===== src/rtl/mfp_uart_tx_pkg.sv =====
// Shared definitions for the AHB UART transmitter: register word indices, STATUS bit
// positions, serializer state encoding and small helpers.
package mfp_uart_tx_pkg;

    localparam logic [1:0] REG_TXDATA  = 2'd0;
    localparam logic [1:0] REG_STATUS  = 2'd1;
    localparam logic [1:0] REG_DIVISOR = 2'd2;
    localparam logic [1:0] REG_IRQ_EN  = 2'd3;

    localparam int unsigned STAT_BUSY      = 0;
    localparam int unsigned STAT_FULL      = 1;
    localparam int unsigned STAT_EMPTY     = 2;
    localparam int unsigned STAT_OVF       = 3;
    localparam int unsigned STAT_COUNT_LSB = 8;

    typedef enum logic [1:0] {
        StIdle  = 2'd0,
        StStart = 2'd1,
        StData  = 2'd2,
        StStop  = 2'd3
    } ser_state_e;

    // A programmed divisor of zero behaves as one clock per bit.
    function automatic logic [15:0] eff_div(input logic [15:0] d);
        return (d == 16'd0) ? 16'd1 : d;
    endfunction

    function automatic logic [7:0] sat_count(input int unsigned c);
        return (c > 255) ? 8'hFF : 8'(c);
    endfunction

endpackage


===== src/rtl/mfp_uart_tx_serializer.sv =====
// 8N1 serializer: takes a byte on valid & ready, latches the divisor, and shifts the
// frame out LSB first with a registered, glitch-free line output.
module mfp_uart_tx_serializer
    import mfp_uart_tx_pkg::*;
(
    input  logic        clk,
    input  logic        rst,
    input  logic        valid,
    input  logic [7:0]  data,
    input  logic [15:0] divisor,
    output logic        ready,
    output logic        busy,
    output logic        tx
);

    ser_state_e  state_q, state_d;
    logic [15:0] cnt_q, cnt_d;
    logic [15:0] div_q, div_d;
    logic [2:0]  bit_q, bit_d;
    logic [7:0]  data_q, data_d;
    logic        tx_q, tx_d;

    always_ff @(posedge clk or posedge rst) begin
        if (rst) begin
            state_q <= StIdle;
            cnt_q   <= 16'd0;
            div_q   <= 16'd1;
            bit_q   <= 3'd0;
            data_q  <= 8'd0;
            tx_q    <= 1'b1;
        end else begin
            state_q <= state_d;
            cnt_q   <= cnt_d;
            div_q   <= div_d;
            bit_q   <= bit_d;
            data_q  <= data_d;
            tx_q    <= tx_d;
        end
    end

    always_comb begin
        state_d = state_q;
        cnt_d   = cnt_q;
        div_d   = div_q;
        bit_d   = bit_q;
        data_d  = data_q;
        ready   = (state_q == StIdle);
        busy    = (state_q != StIdle);

        unique case (state_q)
            StIdle: begin
                if (valid) begin
                    div_d   = eff_div(divisor);
                    cnt_d   = eff_div(divisor) - 16'd1;
                    data_d  = data;
                    state_d = StStart;
                end
            end
            StStart: begin
                if (cnt_q == 16'd0) begin
                    cnt_d   = div_q - 16'd1;
                    bit_d   = 3'd0;
                    state_d = StData;
                end else begin
                    cnt_d = cnt_q - 16'd1;
                end
            end
            StData: begin
                if (cnt_q == 16'd0) begin
                    cnt_d = div_q - 16'd1;
                    if (bit_q == 3'd7) begin
                        state_d = StStop;
                    end else begin
                        bit_d = bit_q + 3'd1;
                    end
                end else begin
                    cnt_d = cnt_q - 16'd1;
                end
            end
            StStop: begin
                if (cnt_q == 16'd0) begin
                    state_d = StIdle;
                end else begin
                    cnt_d = cnt_q - 16'd1;
                end
            end
        endcase

        // Line level follows the state being entered so it changes on the same edge.
        case (state_d)
            StStart: tx_d = 1'b0;
            StData:  tx_d = data_d[bit_d];
            default: tx_d = 1'b1;
        endcase
    end

    assign tx = tx_q;

endmodule


===== src/rtl/mfp_ahb_uart_tx_slave.sv =====
// AHB-Lite responder for UART transmit: register front end, byte FIFO, level interrupt,
// and an instance of the 8N1 serializer.
module mfp_ahb_uart_tx_slave
    import mfp_uart_tx_pkg::*;
#(
    parameter int unsigned FIFO_DEPTH  = 8,
    parameter logic [15:0] DEFAULT_DIV = 16'd434
) (
    input  logic        HCLK,
    input  logic        HRESET,
    input  logic        HSEL,
    input  logic [3:0]  HADDR,
    input  logic [1:0]  HTRANS,
    input  logic        HWRITE,
    input  logic [2:0]  HSIZE,
    input  logic [31:0] HWDATA,
    input  logic        HREADY,
    output logic [31:0] HRDATA,
    output logic        HREADYOUT,
    output logic        HRESP,
    output logic        UART_TX,
    output logic        UART_INT
);

    localparam int unsigned PTR_W = $clog2(FIFO_DEPTH);
    localparam int unsigned CNT_W = PTR_W + 1;

    // Bus data-phase tracking
    logic       dp_valid_q;
    logic       dp_write_q;
    logic [1:0] dp_addr_q;
    logic       wr_commit, wr_txdata, wr_status, wr_divisor, wr_irq_en;

    // FIFO
    logic [7:0]       mem [FIFO_DEPTH];
    logic [PTR_W-1:0] wr_ptr_q, wr_ptr_d;
    logic [PTR_W-1:0] rd_ptr_q, rd_ptr_d;
    logic [CNT_W-1:0] count_q, count_d;
    logic             full, empty, push, pop;

    // Registers
    logic        ovf_q, ovf_d;
    logic [15:0] divisor_q, divisor_d;
    logic        irq_en_q, irq_en_d;

    logic        ser_ready, ser_busy;
    logic [31:0] status_word;
    logic        unused_bits;

    assign unused_bits = ^{HSIZE, HADDR[1:0], HTRANS[0], HWDATA[31:16]};

    always_ff @(posedge HCLK or posedge HRESET) begin
        if (HRESET) begin
            dp_valid_q <= 1'b0;
            dp_write_q <= 1'b0;
            dp_addr_q  <= 2'd0;
        end else if (HREADY) begin
            dp_valid_q <= HSEL & HTRANS[1];
            dp_write_q <= HWRITE;
            dp_addr_q  <= HADDR[3:2];
        end
    end

    assign wr_commit  = dp_valid_q & dp_write_q & HREADY;
    assign wr_txdata  = wr_commit & (dp_addr_q == REG_TXDATA);
    assign wr_status  = wr_commit & (dp_addr_q == REG_STATUS);
    assign wr_divisor = wr_commit & (dp_addr_q == REG_DIVISOR);
    assign wr_irq_en  = wr_commit & (dp_addr_q == REG_IRQ_EN);

    assign full  = (count_q == CNT_W'(FIFO_DEPTH));
    assign empty = (count_q == '0);
    assign pop   = ser_ready & ~empty;
    // A pop on the same edge frees the slot, so a write to a full FIFO still lands.
    assign push  = wr_txdata & (~full | pop);

    always_comb begin
        wr_ptr_d  = wr_ptr_q;
        rd_ptr_d  = rd_ptr_q;
        count_d   = count_q;
        ovf_d     = ovf_q;
        divisor_d = divisor_q;
        irq_en_d  = irq_en_q;

        if (push) begin
            wr_ptr_d = wr_ptr_q + PTR_W'(1);
        end
        if (pop) begin
            rd_ptr_d = rd_ptr_q + PTR_W'(1);
        end
        if (push && !pop) begin
            count_d = count_q + CNT_W'(1);
        end else if (pop && !push) begin
            count_d = count_q - CNT_W'(1);
        end

        if (wr_txdata && !push) begin
            ovf_d = 1'b1;
        end else if (wr_status && HWDATA[STAT_OVF]) begin
            ovf_d = 1'b0;
        end

        if (wr_divisor) begin
            divisor_d = HWDATA[15:0];
        end
        if (wr_irq_en) begin
            irq_en_d = HWDATA[0];
        end
    end

    always_ff @(posedge HCLK or posedge HRESET) begin
        if (HRESET) begin
            wr_ptr_q  <= '0;
            rd_ptr_q  <= '0;
            count_q   <= '0;
            ovf_q     <= 1'b0;
            divisor_q <= DEFAULT_DIV;
            irq_en_q  <= 1'b0;
        end else begin
            wr_ptr_q  <= wr_ptr_d;
            rd_ptr_q  <= rd_ptr_d;
            count_q   <= count_d;
            ovf_q     <= ovf_d;
            divisor_q <= divisor_d;
            irq_en_q  <= irq_en_d;
        end
    end

    // Storage needs no reset; the pointers and count define what is valid.
    always_ff @(posedge HCLK) begin
        if (push) begin
            mem[wr_ptr_q] <= HWDATA[7:0];
        end
    end

    mfp_uart_tx_serializer u_serializer (
        .clk     (HCLK),
        .rst     (HRESET),
        .valid   (~empty),
        .data    (mem[rd_ptr_q]),
        .divisor (divisor_q),
        .ready   (ser_ready),
        .busy    (ser_busy),
        .tx      (UART_TX)
    );

    always_comb begin
        status_word                           = 32'd0;
        status_word[STAT_BUSY]                = ser_busy;
        status_word[STAT_FULL]                = full;
        status_word[STAT_EMPTY]               = empty;
        status_word[STAT_OVF]                 = ovf_q;
        status_word[STAT_COUNT_LSB +: 8]      = sat_count(32'(count_q));
    end

    always_comb begin
        HRDATA = 32'd0;
        if (dp_valid_q && !dp_write_q) begin
            unique case (dp_addr_q)
                REG_TXDATA:  HRDATA = 32'd0;
                REG_STATUS:  HRDATA = status_word;
                REG_DIVISOR: HRDATA = {16'd0, divisor_q};
                REG_IRQ_EN:  HRDATA = {31'd0, irq_en_q};
            endcase
        end
    end

    assign HREADYOUT = 1'b1;
    assign HRESP     = 1'b0;
    assign UART_INT  = irq_en_q & empty & ~ser_busy;

endmodule


===== config.mk =====
export PLATFORM = sky130hd
export DESIGN_NAME = mfp_ahb_uart_tx_slave
export DESIGN_NICKNAME = d
export VERILOG_FILES = /design/src/rtl/mfp_uart_tx_pkg.sv /design/src/rtl/mfp_uart_tx_serializer.sv /design/src/rtl/mfp_ahb_uart_tx_slave.sv
export SDC_FILE = /design/constraint.sdc
export NUM_CORES = 1
export LEC_CHECK = 0
export CAP_MARGIN = 20
export CORE_MARGIN = 2
export CORE_UTILIZATION = 59
export CTS_BUF_LIST = sky130_fd_sc_hd__clkbuf_4
export DETAILED_ROUTE_END_ITERATION = 12
export GPL_ROUTABILITY_DRIVEN = 0
export GPL_TIMING_DRIVEN = 0
export PLACE_DENSITY = 0.83
export SYNTH_ARGS = -nofsm -noshare
export SYNTH_HDL_FRONTEND = slang
export SYNTH_SLANG_ARGS = --single-unit

===== constraint.sdc =====
create_clock -name HCLK -period 8.35 [get_ports HCLK]
set_input_delay 1.67 -clock HCLK [delete_from_list [all_inputs] [get_ports HCLK]]
set_output_delay 1.67 -clock HCLK [all_outputs]
set_load 0.02 [all_outputs]

### After elaboration in Yosys (flattened, before gate mapping)

Memories as Yosys holds them, arrays and structs flattened.
Index checks and enable logic that the tools add are counted.

* add/sub/neg operators: 8
* order comparisons: 1
* eq/ne operators: 12
* mux-type cells: 28
* bitwise gates (word level): 15
* reductions and logical operators: 19

Operator list (number)
* 32-bit one-hot mux with 4 select lines: 1
* 16-bit two-way mux: 4
* 16-bit one-hot mux with 3 select lines: 1
* 16-bit by 1-bit subtractor with 16-bit output, second input constant: 3
* 16-bit logical NOT: 2
* 32-bit two-way mux: 1
* 8-bit two-way mux: 2
* 1-bit bitwise AND: 11
* 2-bit == test, second input constant: 5
* 2-bit two-way mux: 5
* 3-bit by 1-bit adder with 3-bit output, second input constant: 3
* 3-bit two-way mux: 3
* 4-bit two-way mux: 2
* 2-bit one-hot mux with 4 select lines: 1
* 2-bit by 1-bit == test with 1-bit output, second input constant: 3
* 3-bit one-hot mux with 2 select lines: 1
* 2-bit nonzero test: 3
* 1-bit logical AND: 5
* 1-bit two-way mux: 5
* 4-bit by 1-bit adder with 4-bit output, second input constant: 1
* 4-bit == test, second input constant: 1
* 2-bit logical NOT: 2
* 4-bit logical NOT: 1
* 3-bit by 4-bit < comparator with 1-bit output, second input constant: 1
* 10 further kinds: 16

* register bits: 78
* memory bits (writable): 64
* input port bits: 46
* output and inout port bits: 36
* logic and storage cells: 99
* memories kept: 1

Memory list
* mem: words 8, width 8, rd ports 1, clocked after Yosys merged registers in 0, wr ports 1, RTL line mfp_ahb_uart_tx_slave.sv:35 `logic [7:0] mem [FIFO_DEPTH];`

### Depth between registers and ports, before layout

Gate-level depths: netlist of run 1.

* depth in word-level cells: 9
* gate-level depth with buffers: 13
* depth with buffers taken out: 12

### By module

A second synthesis of run 1 with hierarchy kept.

* cell total of the unflattened synthesis: 619
* area total of the unflattened synthesis: 7468.4 um^2

By module, submodules not included
* mfp_ahb_uart_tx_slave: instances 1, cells an instance 266, area an instance 4284.1 um^2, sequential area each 2728.9 um^2
* mfp_uart_tx_serializer: instances 1, cells an instance 353, area an instance 3184.3 um^2, sequential area each 1153.6 um^2

### Least setup slack after synthesis of run 1

OpenSTA, ideal clock, no wires.

* kind: input to register
* start point: input HREADY
* end point: register count_q[3]
* library setup time: 0.126 ns
* arrival: 3.711 ns
* data required time: 8.224 ns
* path slack: 4.513 ns
* cell stages on the path: 10
* path buffers: 0
* cell sequence: nand3_1 nor4_1 ha_1 inv_1 ha_1 a21o_1 a21oi_1 xnor2_1 nor2_1 xor2_1

* longest elaborated chain between the ends: 6
* elaborated cells on any way between the ends: 8
* classes of those cells: mux: 1; bitwise: 3; reduce/logical: 4

Ends and longest elaborated chain
* start, declared: RTL line mfp_ahb_uart_tx_slave.sv:17 `input logic HREADY,`
* 1-bit bitwise AND (*): RTL line mfp_ahb_uart_tx_slave.sv:64 `assign wr_commit = dp_valid_q & dp_write_q & HREADY;`
* 1-bit bitwise AND (*): RTL line mfp_ahb_uart_tx_slave.sv:65 `assign wr_txdata = wr_commit & (dp_addr_q == REG_TXDATA);`
* 1-bit bitwise AND (*): RTL line mfp_ahb_uart_tx_slave.sv:74 `assign push = wr_txdata & (~full | pop);`
* via push: RTL line mfp_ahb_uart_tx_slave.sv:39 `logic full, empty, push, pop;`
* 1-bit logical NOT: RTL line mfp_ahb_uart_tx_slave.sv:92 `end else if (pop && !push) begin`
* 1-bit logical AND: RTL line mfp_ahb_uart_tx_slave.sv:92
* 2-bit nonzero test (no line)
* end signal, assigned: RTL line mfp_ahb_uart_tx_slave.sv:121 `count_q <= count_d;`
* end, declared: RTL line mfp_ahb_uart_tx_slave.sv:38 `logic [CNT_W-1:0] count_q, count_d;`

Mark *: on every way through the listed nets, which the timed path passes. The rest lies on a longest branch.
A chain may end at the register's enable or synchronous reset.

### Worst setup path in the final report of run 1

* start point: register dp_addr_q[1]
* end point: output HRDATA[8]

* longest elaborated chain between the ends: 3
* elaborated cells on any way between the ends: 6
* classes of those cells: eq/ne: 3; mux: 2; reduce/logical: 1

Ends and longest elaborated chain
* start, declared: RTL line mfp_ahb_uart_tx_slave.sv:31 `logic [1:0] dp_addr_q;`
* start signal, assigned: RTL line mfp_ahb_uart_tx_slave.sv:60 `dp_addr_q <= HADDR[3:2];`
* 2-bit == test, or another cell as far along: RTL line mfp_ahb_uart_tx_slave.sv:158 `unique case (dp_addr_q)`
* 32-bit one-hot mux with 4 select lines (*): RTL line mfp_ahb_uart_tx_slave.sv:158
* 32-bit two-way mux (*): RTL line mfp_ahb_uart_tx_slave.sv:157 `if (dp_valid_q && !dp_write_q) begin`
* end, declared: RTL line mfp_ahb_uart_tx_slave.sv:18 `output logic [31:0] HRDATA,`

Mark *: on every way between the ends. The rest lies on a longest branch, timed or not. The select of a mux whose other input is x is not followed.

==> results of run 1 <==
## registers in the layout (all words and copies together), names as in the netlist
name                  count
u_serializer.bit_q        3
u_serializer.tx           1
dp_addr_q                 2
dp_valid_q                1
mem                      64
u_serializer.div_q       16
rd_ptr_q                  3
u_serializer.state_q      2
divisor_q                16
u_serializer.cnt_q       16
irq_en_q                  1
ovf_q                     1
wr_ptr_q                  3
u_serializer.data_q       8
count_q                   4
dp_write_q                1
## how the worst max path moves through the flow
stage | start | cells past startpoint | slack [ps] | to
6_report | dp_addr_q[1] | 6 | 4080 | HRDATA[8]
5_1_grt | dp_addr_q[1] | 6 | 3900 | HRDATA[10]
4_1_cts | HREADY | 11 | 3930 | count_q[3]
3_5_place_dp | HREADY | 11 | 3330 | count_q[3]
3_3_place_gp | HREADY | 5 | 3260 | mem[1][4]
2_1_floorplan | HREADY | 10 | 4510 | count_q[3]
## synthesized netlist by cell type, drive strengths merged, types with 13 or more instances
cell type  instances  share of area, %
nand2             58               2.9
mux2              36               5.5
clkbuf            28               2.2
mux4              16               4.9
xor2              17               2.0
buf               22               2.1
dfrtp             71                24
nor2              40               2.0
ha                15               2.5
nor3              13              0.88
o21ai             41               2.8
xnor2             20               2.4
inv               19              0.97
edfxtp            64                26
## cell families after synthesis
logic type | count (synthesis) | synth area share [%]
compound gates | 115 | 9.990
mux | 63 | 11.85
xor+xnor | 37 | 4.385
fa+ha+maj | 16 | 2.811
flops | 142 | 52.54
simple gates | 182 | 12.56
buf+inv | 70 | 5.757
other cells | 2 | 0.1016
## worst max-delay path, delay by kind of cell (launching register included)
kind / cells / cell delay, ps
DFF: 1 / 370
AOI/OAI and AO/OA: 1 / 140
and+or+nand+nor: 2 / 320
buffers and inverters: 3 / 1220
## area by class of cell
cell class	instances	area (um^2)	area share, %
Buffer	51	354.1	4.201
Clock buffer	17	127.6	1.514
Clock inverter	15	175.2	2.078
Inverter	19	73.82	0.8759
Multi-Input combinational cell	431	3142	37.28
Sequential cell	142	3882	46.07
Tap cell	168	210.2	2.494
Timing Repair Buffer	46	462.9	5.493
## report_power, final
part	switching (mW)	total [mW]	internal, mW
Sequential	0.171	1.06	0.892
Combinational	0.662	1.23	0.564
Clock	0.273	0.461	0.187
Total	1.11	2.75	1.64
## per-layer routing
| layer | GRT usage (%) | part of all wire (%) |
|---|---|---|
| met1 | 33.46 | 42 |
| met2 | 41.44 | 49 |
| met3 | 5.910 | 7.1 |
| met4 | 9.921 | 1.9 |
| met5 | 0 | 0 |
## cell usage in the layout, fill, tap and decap left out, types with 4 or more instances in the layout
cell type | Yosys | final
sky130_fd_sc_hd__and2_1 | 10 | 10
sky130_fd_sc_hd__nand2b_1 | 5 | 5
sky130_fd_sc_hd__nor3_1 | 13 | 13
sky130_fd_sc_hd__mux2_2 | 36 | 36
sky130_fd_sc_hd__or4_1 | 4 | 4
sky130_fd_sc_hd__nor2b_1 | 7 | 7
sky130_fd_sc_hd__conb_1 | 2 | 18
sky130_fd_sc_hd__xor2_1 | 17 | 17
sky130_fd_sc_hd__a21o_1 | 5 | 5
sky130_fd_sc_hd__o22ai_1 | 8 | 8
sky130_fd_sc_hd__nand2_1 | 58 | 58
sky130_fd_sc_hd__clkbuf_8 | 6 | 6
sky130_fd_sc_hd__mux4_2 | 16 | 16
sky130_fd_sc_hd__buf_4 | 19 | 21
sky130_fd_sc_hd__clkdlybuf4s50_1 | 0 | 41
sky130_fd_sc_hd__nor4_1 | 9 | 9
sky130_fd_sc_hd__a21oi_1 | 12 | 12
sky130_fd_sc_hd__ha_1 | 15 | 15
sky130_fd_sc_hd__mux2i_1 | 11 | 11
sky130_fd_sc_hd__o211ai_1 | 4 | 4
sky130_fd_sc_hd__a22oi_1 | 11 | 11
sky130_fd_sc_hd__edfxtp_1 | 64 | 64
sky130_fd_sc_hd__or3_1 | 6 | 6
sky130_fd_sc_hd__o31ai_1 | 8 | 8
sky130_fd_sc_hd__dfrtp_1 | 71 | 71
sky130_fd_sc_hd__clkbuf_4 | 0 | 17
sky130_fd_sc_hd__xnor2_1 | 20 | 20
sky130_fd_sc_hd__o21ai_0 | 40 | 40
sky130_fd_sc_hd__nand3_1 | 12 | 12
sky130_fd_sc_hd__inv_6 | 0 | 4
sky130_fd_sc_hd__dfstp_2 | 7 | 7
sky130_fd_sc_hd__a31oi_1 | 4 | 4
sky130_fd_sc_hd__inv_1 | 19 | 18
sky130_fd_sc_hd__clkbuf_1 | 22 | 22
sky130_fd_sc_hd__nor2_1 | 40 | 40
==> results.txt, run 1 <==
----------------------------------------------------
[Min path]
  Worst hold path startpoint ... u_serializer.div_q[0]
  Worst Hold Endpoint ... u_serializer.div_q[0]
  Worst hold path type ... reg -> reg
  Min-Delay Path Depth ... 2

[Timing]
  Sum Neg Setup Slack ... 0 ps
  Unrepaired setup endpoints after global routing ... no
  Clock Skew ... 23.31 ps
  Ratio of final minimum period to clock period ... 51.09%
  Slew Limit Fails ... 0
  Final setup slack of the worst path ... 4084 ps
  Fin crit period ... 4266 ps
  Slew HR ... 40.00%
  Upper clock frequency limit ... 234.4 MHz
  Count of endpoints failing setup in the final report ... 0
  Transition time at the pin with the least slew margin ... 896.7 ps
  Final hold vios ... 0
  Hold_ws ... 513.8 ps

[Setup path]
  Kind of capture point of the worst setup path ... output port
  Crit Reg-Reg Startpoint ... count_q[0]
  Number of cells on the worst reg-to-reg path ... 11
  CP max FO ... 10
  Worst reg2reg path endpoint ... count_q[3]
  Critical-path cell list ... clkbuf_1, nor2b_1, clkbuf_1, a22oi_1, nor2_1, clkdlybuf4s50_1
  Element type at the critical path start ... flip-flop
  Critical-path top delay cell ... sky130_fd_sc_hd__clkdlybuf4s50_1
  Kind of critical path ... reg -> out
  Data arrival time of the critical path ... 2600 ps
  Crit path largest cell delay ... 630 ps
  Worst reg-to-reg setup slack ... 4570 ps
  Most frequent CP cell ... sky130_fd_sc_hd__clkbuf_1
  Required time of the critical path ... 6680 ps

[Cells and area]
  Nets ... 770
  Diodes inserted ... 0
  Share of cells above drive strength 1 ... 18.86%
  Layout overhead on the synthesized area ... 14.05%
  Post-Layout Inst Area ... 0.008428 mm^2
  Fraction of the core area covered by cells at the end of the flow ... 69.59%
  Count of filler cells inserted in the layout ... 874
  Non-filler instance count after layout ... 889

[Synth]
  Mean instance size in the synthesized netlist ... 11.79 um^2
  Mapped cell area ... 0.007390 mm^2
  Most common flop cell mapped by yosys ... sky130_fd_sc_hd__dfrtp_1
  Mapped Cells ... 627
  Asr flop ratio synth ... 54.93%
  Number of distinct library cell variants in the gate-level netlist after synthesis ... 63
  Post-synth EDFFs ... 64
  Number of warnings reported in the yosys synthesis log ... 0
  Flop and latch count out of synthesis ... 142
  Sequential-to-total area share from yosys stat ... 52.54%

[GRT]
  Global-route wire length before repair ... 25,850 um
  Vias in the first global route ... 5,210
  Total global routing track utilization ... 25.42%
  Overflow left after global routing ... 0
  Pin count of the biggest net entering global routing ... 62
  Antenna violations before repair ... 0

[Clock tree]
  Maximum count of clock buffers along a single path ... 2
  Clock tree from TritonCTS ... built
  Clock root buffer master ... sky130_fd_sc_hd__clkbuf_4
  Number of resized instances in the post-cts repair step ... 0
  Clock-pin slew of the registers on the worst-case setup and hold paths ... 130 ps
  Clk sinks ... 142
  Post-CTS Repair Setup Buffers ... 0
  Worst-Skew Late Latency ... 560 ps
  Clock buffers created by TritonCTS ... 17
  Hold_buf cts ... 0
  Number of levels in the clock H-tree ... 4

[Placed design]
  Final HPWL from detailed placement ... 11,570 um
  DP Area ... 0.008120 mm^2
  Quantity of I/O buffers inserted on ports ... 41
  Cell Count Post-Placement ... 856
  Worst slack after detailed placement ... 3330 ps

[Floorplanning]
  X dimension of the die ... 115.9 um
  Io pins ... 82
  Die H ... 115.9 um
  Initial cell density of the core ... 61.01%
  Floorplan die area ... 0.01344 mm^2
  Placeable core region ... 0.01211 mm^2
  Number of cell rows ... 40

[Detailed routing]
  Antenna viol nets, final ... 0
  Drt pass-1 iters ... 7
  Count of routing violations after the opening detailed-route iteration ... 355
  DR vias/cell ... 5.901
  Post-route DRC violation count ... 0
  Routed wire length per instance ... 17.99 um
  Total number of vias ... 5,246
  Routed Wire Length ... 15,990 um

[Power and ir drop]
  Highest ir drop seen on vdd ... 0.0001933 V
  Power density of the placed cells ... 326.2 mW/mm^2
  Pleak ... 3.288 nW
  Post-layout total power ... 2.749 mW

[Run status]
  Outcome ... completed

[Run]
  Number of maximum-capacitance constraint violations ... 0

----------------------------------------------------
No activity file was read; power rests on OpenSTA's default activity.
==> run 2, diff against run 1 <==
CORE_UTILIZATION = 53   (was 59)
PLACE_DENSITY = 0.79   (was 0.83)
clock period = 3.7 ns   (was 8.35 ns; I/O delays follow)
==> results.txt, run 2 (synthesized netlist as in run 1, its figures left out) <==
----------------------------------------------------
[Floorplanning]
  Initial cell density of the core ... 53.65% (-7.4 points)
  Floorplan die area ... 0.01490 mm^2 (+11%)
  Io pins ... 82 (unchanged)
  Placeable core region ... 0.01377 mm^2 (+14%)
  Die H ... 122.1 um (+5.3%)
  X dimension of the die ... 122.1 um (+5.3%)
  Number of cell rows ... 43 (+7.5%)

[Clock tree]
  Maximum count of clock buffers along a single path ... 2 (unchanged)
  Number of levels in the clock H-tree ... 4 (unchanged)
  Clock-pin slew of the registers on the worst-case setup and hold paths ... 140 ps (about the same)
  Worst-Skew Late Latency ... 580 ps (+20 ps)
  Post-CTS Repair Setup Buffers ... 0 (unchanged)
  Clock root buffer master ... sky130_fd_sc_hd__clkbuf_4
  Number of resized instances in the post-cts repair step ... 1 (+1)
  Clk sinks ... 142 (unchanged)
  Hold_buf cts ... 0 (unchanged)
  Clock tree from TritonCTS ... built
  Clock buffers created by TritonCTS ... 17 (unchanged)

[Min path]
  Worst hold path type ... in -> async

[Power and ir drop]
  Psw ... 2.536 mW (+130%)
  Pleak ... 3.284 nW (-0.10%)
  Clk pwr share ... 16.9% (about the same)
  Internal power ... 3.714 mW (+130%)
  Post-layout total power ... 6.250 mW (+130%)
  Flop pwr share ... 38.5% (-0.2 points)
  Net switching fraction of the power ... 40.57% (+0.35 points)
  Power density of the placed cells ... 740.0 mW/mm^2 (+130%)
  Comb power frac ... 44.5% (about the same)
  Highest ir drop seen on vdd ... 0.0004198 V (+120%)

[Detailed routing]
  Drt pass-1 iters ... 6 (-1)
  Total number of vias ... 5,242 (-0.076%)
  DR vias/cell ... 5.818 (-1.4%)
  Count of routing violations after the opening detailed-route iteration ... 465 (+31%)
  Post-route DRC violation count ... 0 (unchanged)
  Antenna viol nets, final ... 0 (unchanged)
  Routed Wire Length ... 16,390 um (+2.5%)
  Routed wire length per instance ... 18.19 um (+1.1%)

[Setup path]
  Kind of capture point of the worst setup path ... flip-flop
  CP max FO ... 6 (-4)
  Required time of the critical path ... 4170 ps (-2510 ps)
  Critical path buffer and inverter count ... 2 (-1)
  Most frequent CP cell ... sky130_fd_sc_hd__ha_1
  Worst reg-to-reg setup slack ... 120 ps (-4450 ps)
  Kind of critical path ... reg -> reg
  Number of cells on the worst reg-to-reg path ... 12 (+1)
  Cell class contributing the biggest share of worst-path delay ... simple AND/OR/NAND/NOR gates
  Element type at the critical path start ... flip-flop
  Crit Reg-Reg Startpoint ... u_serializer.state_q[1]
  Worst reg2reg path endpoint ... count_q[3]
  CP startpoint ... u_serializer.state_q[1]
  Critical-path top delay cell ... sky130_fd_sc_hd__nor4_1
  Crit path largest cell delay ... 890 ps (+260 ps)
  Critical-path cell list ... inv_1, ha_1, nor2_1, nor4_1, ha_1, inv_1, ha_1, a21o_1, a21oi_1, xnor2_1, nor2_1, xor2_1
  Data arrival time of the critical path ... 4050 ps (+1450 ps)

[Timing]
  Fin crit period ... 3579 ps
  Count of endpoints failing setup in the final report ... 0 (unchanged)
  Hold_ws ... 512.8 ps (-0.9950 ps)
  Clock Skew ... 17.80 ps (-5.506 ps)
  Transition time at the pin with the least slew margin ... 1151 ps (+254.3 ps)
  Final hold vios ... 0 (unchanged)
  Final setup slack of the worst path ... 121.2 ps (-3963 ps)
  Slew Limit Fails ... 0 (unchanged)
  Upper clock frequency limit ... 279.4 MHz
  Slew HR ... 22.56% (-17 points)
  Sum Neg Setup Slack ... 0 ps (unchanged)
  Ratio of final minimum period to clock period ... 96.72%

[GRT]
  Pin count of the biggest net entering global routing ... 47 (-24%)
  Overflow left after global routing ... 0 (unchanged)
  Vias in the first global route ... 5,160 (-0.96%)
  Antenna violations before repair ... 1 (+1)
  Total global routing track utilization ... 23.48% (-1.9 points)
  Global-route wire length before repair ... 26,540 um (+2.7%)

[Cells and area]
  Nets ... 769 (-0.13%)
  Non-filler instance count after layout ... 901 (+1.3%)
  Count of filler cells inserted in the layout ... 1,130 (+29%)
  Layout overhead on the synthesized area ... 14.31%
  Top reg by flops ... mem
  Area taken by flip-flops and latches ... 0.003882 mm^2 (unchanged)
  Max reg flops ... 64 (unchanged)
  Commonest non-fill, non-tap cells in the layout ... sky130_fd_sc_hd__dfrtp_1 (71), sky130_fd_sc_hd__edfxtp_1 (64), sky130_fd_sc_hd__nand2_1 (58)
  Area of the multi-input gates ... 0.003149 mm^2 (+0.24%)
  Most frequent standard cell in the layout excluding fill and tap cells ... sky130_fd_sc_hd__dfrtp_1
  Share of cells above drive strength 1 ... 18.75% (-0.11 points)

[Placed design]
  Worst slack after detailed placement ... -351.9 ps (-3682 ps)
  Cell Count Post-Placement ... 868 (+1.4%)
  Quantity of I/O buffers inserted on ports ... 41 (unchanged)
  Final HPWL from detailed placement ... 11,940 um (+3.2%)

[Run]
  Number of maximum-capacitance constraint violations ... 0 (unchanged)

[Run status]
  Outcome ... completed

----------------------------------------------------
-- run 2: power groups by stage --
stage / combinational (mW) / sequential, mW / clock (mW)
floorplan: 2.11 / 2.32 / 0
global placement: 2.60 / 2.39 / 0
detailed placement: 2.74 / 2.42 / 0
CTS: 2.76 / 2.39 / 1.07
global route: 3.05 / 2.46 / 1.13
finish: 2.78 / 2.41 / 1.06
-- run 2: through the flow --
| step | util (%) | instance area, um^2 |
|---|---|---|
| finish | 61.33 | 8447 |
| global route | 61.33 | 8447 |
| CTS | 61.31 | 8444 |
| detailed placement | 59.07 | 8135 |
| global placement | 58.70 | 8085 |
| floorplan | - | 7450 |
-- run 2: worst reg2reg max path, delay by kind of cell, from the launching register on --
kind	cells	cell delay, ps
compound gates	2	360
xor+xnor	2	280
fa+ha+maj	3	1060
buf+inv	2	220
flops	1	450
simple gates	3	1090
-- run 2: metal layers --
metal / track usage (%) / part of all wire (%)
met1: 31.53 / 43
met3: 4.354 / 5.6
met2: 37.71 / 49
met5: 0 / 0
met4: 9.986 / 2.3
-- run 2: worst max-delay path by stage --
stage / endpoint / depth (start not counted)
finish: count_q[3] / 12
global route: count_q[3] / 11
CTS: count_q[3] / 11
detailed placement: count_q[3] / 11
global placement: mem[1][6] / 5
floorplan: count_q[3] / 10
-- run 2: area by class of cell --
| class | count | share of cell area (%) |
|---|---|---|
| Multi-Input combinational cell | 431 | 37.28 |
| Antenna cell | 1 | 0.02963 |
| Tap cell | 180 | 2.666 |
| Sequential cell | 142 | 45.96 |
| Clock inverter | 15 | 2.059 |
| Buffer | 51 | 4.192 |
| Timing Repair Buffer | 45 | 5.421 |
| Clock buffer | 17 | 1.511 |
| Inverter | 19 | 0.8739 |
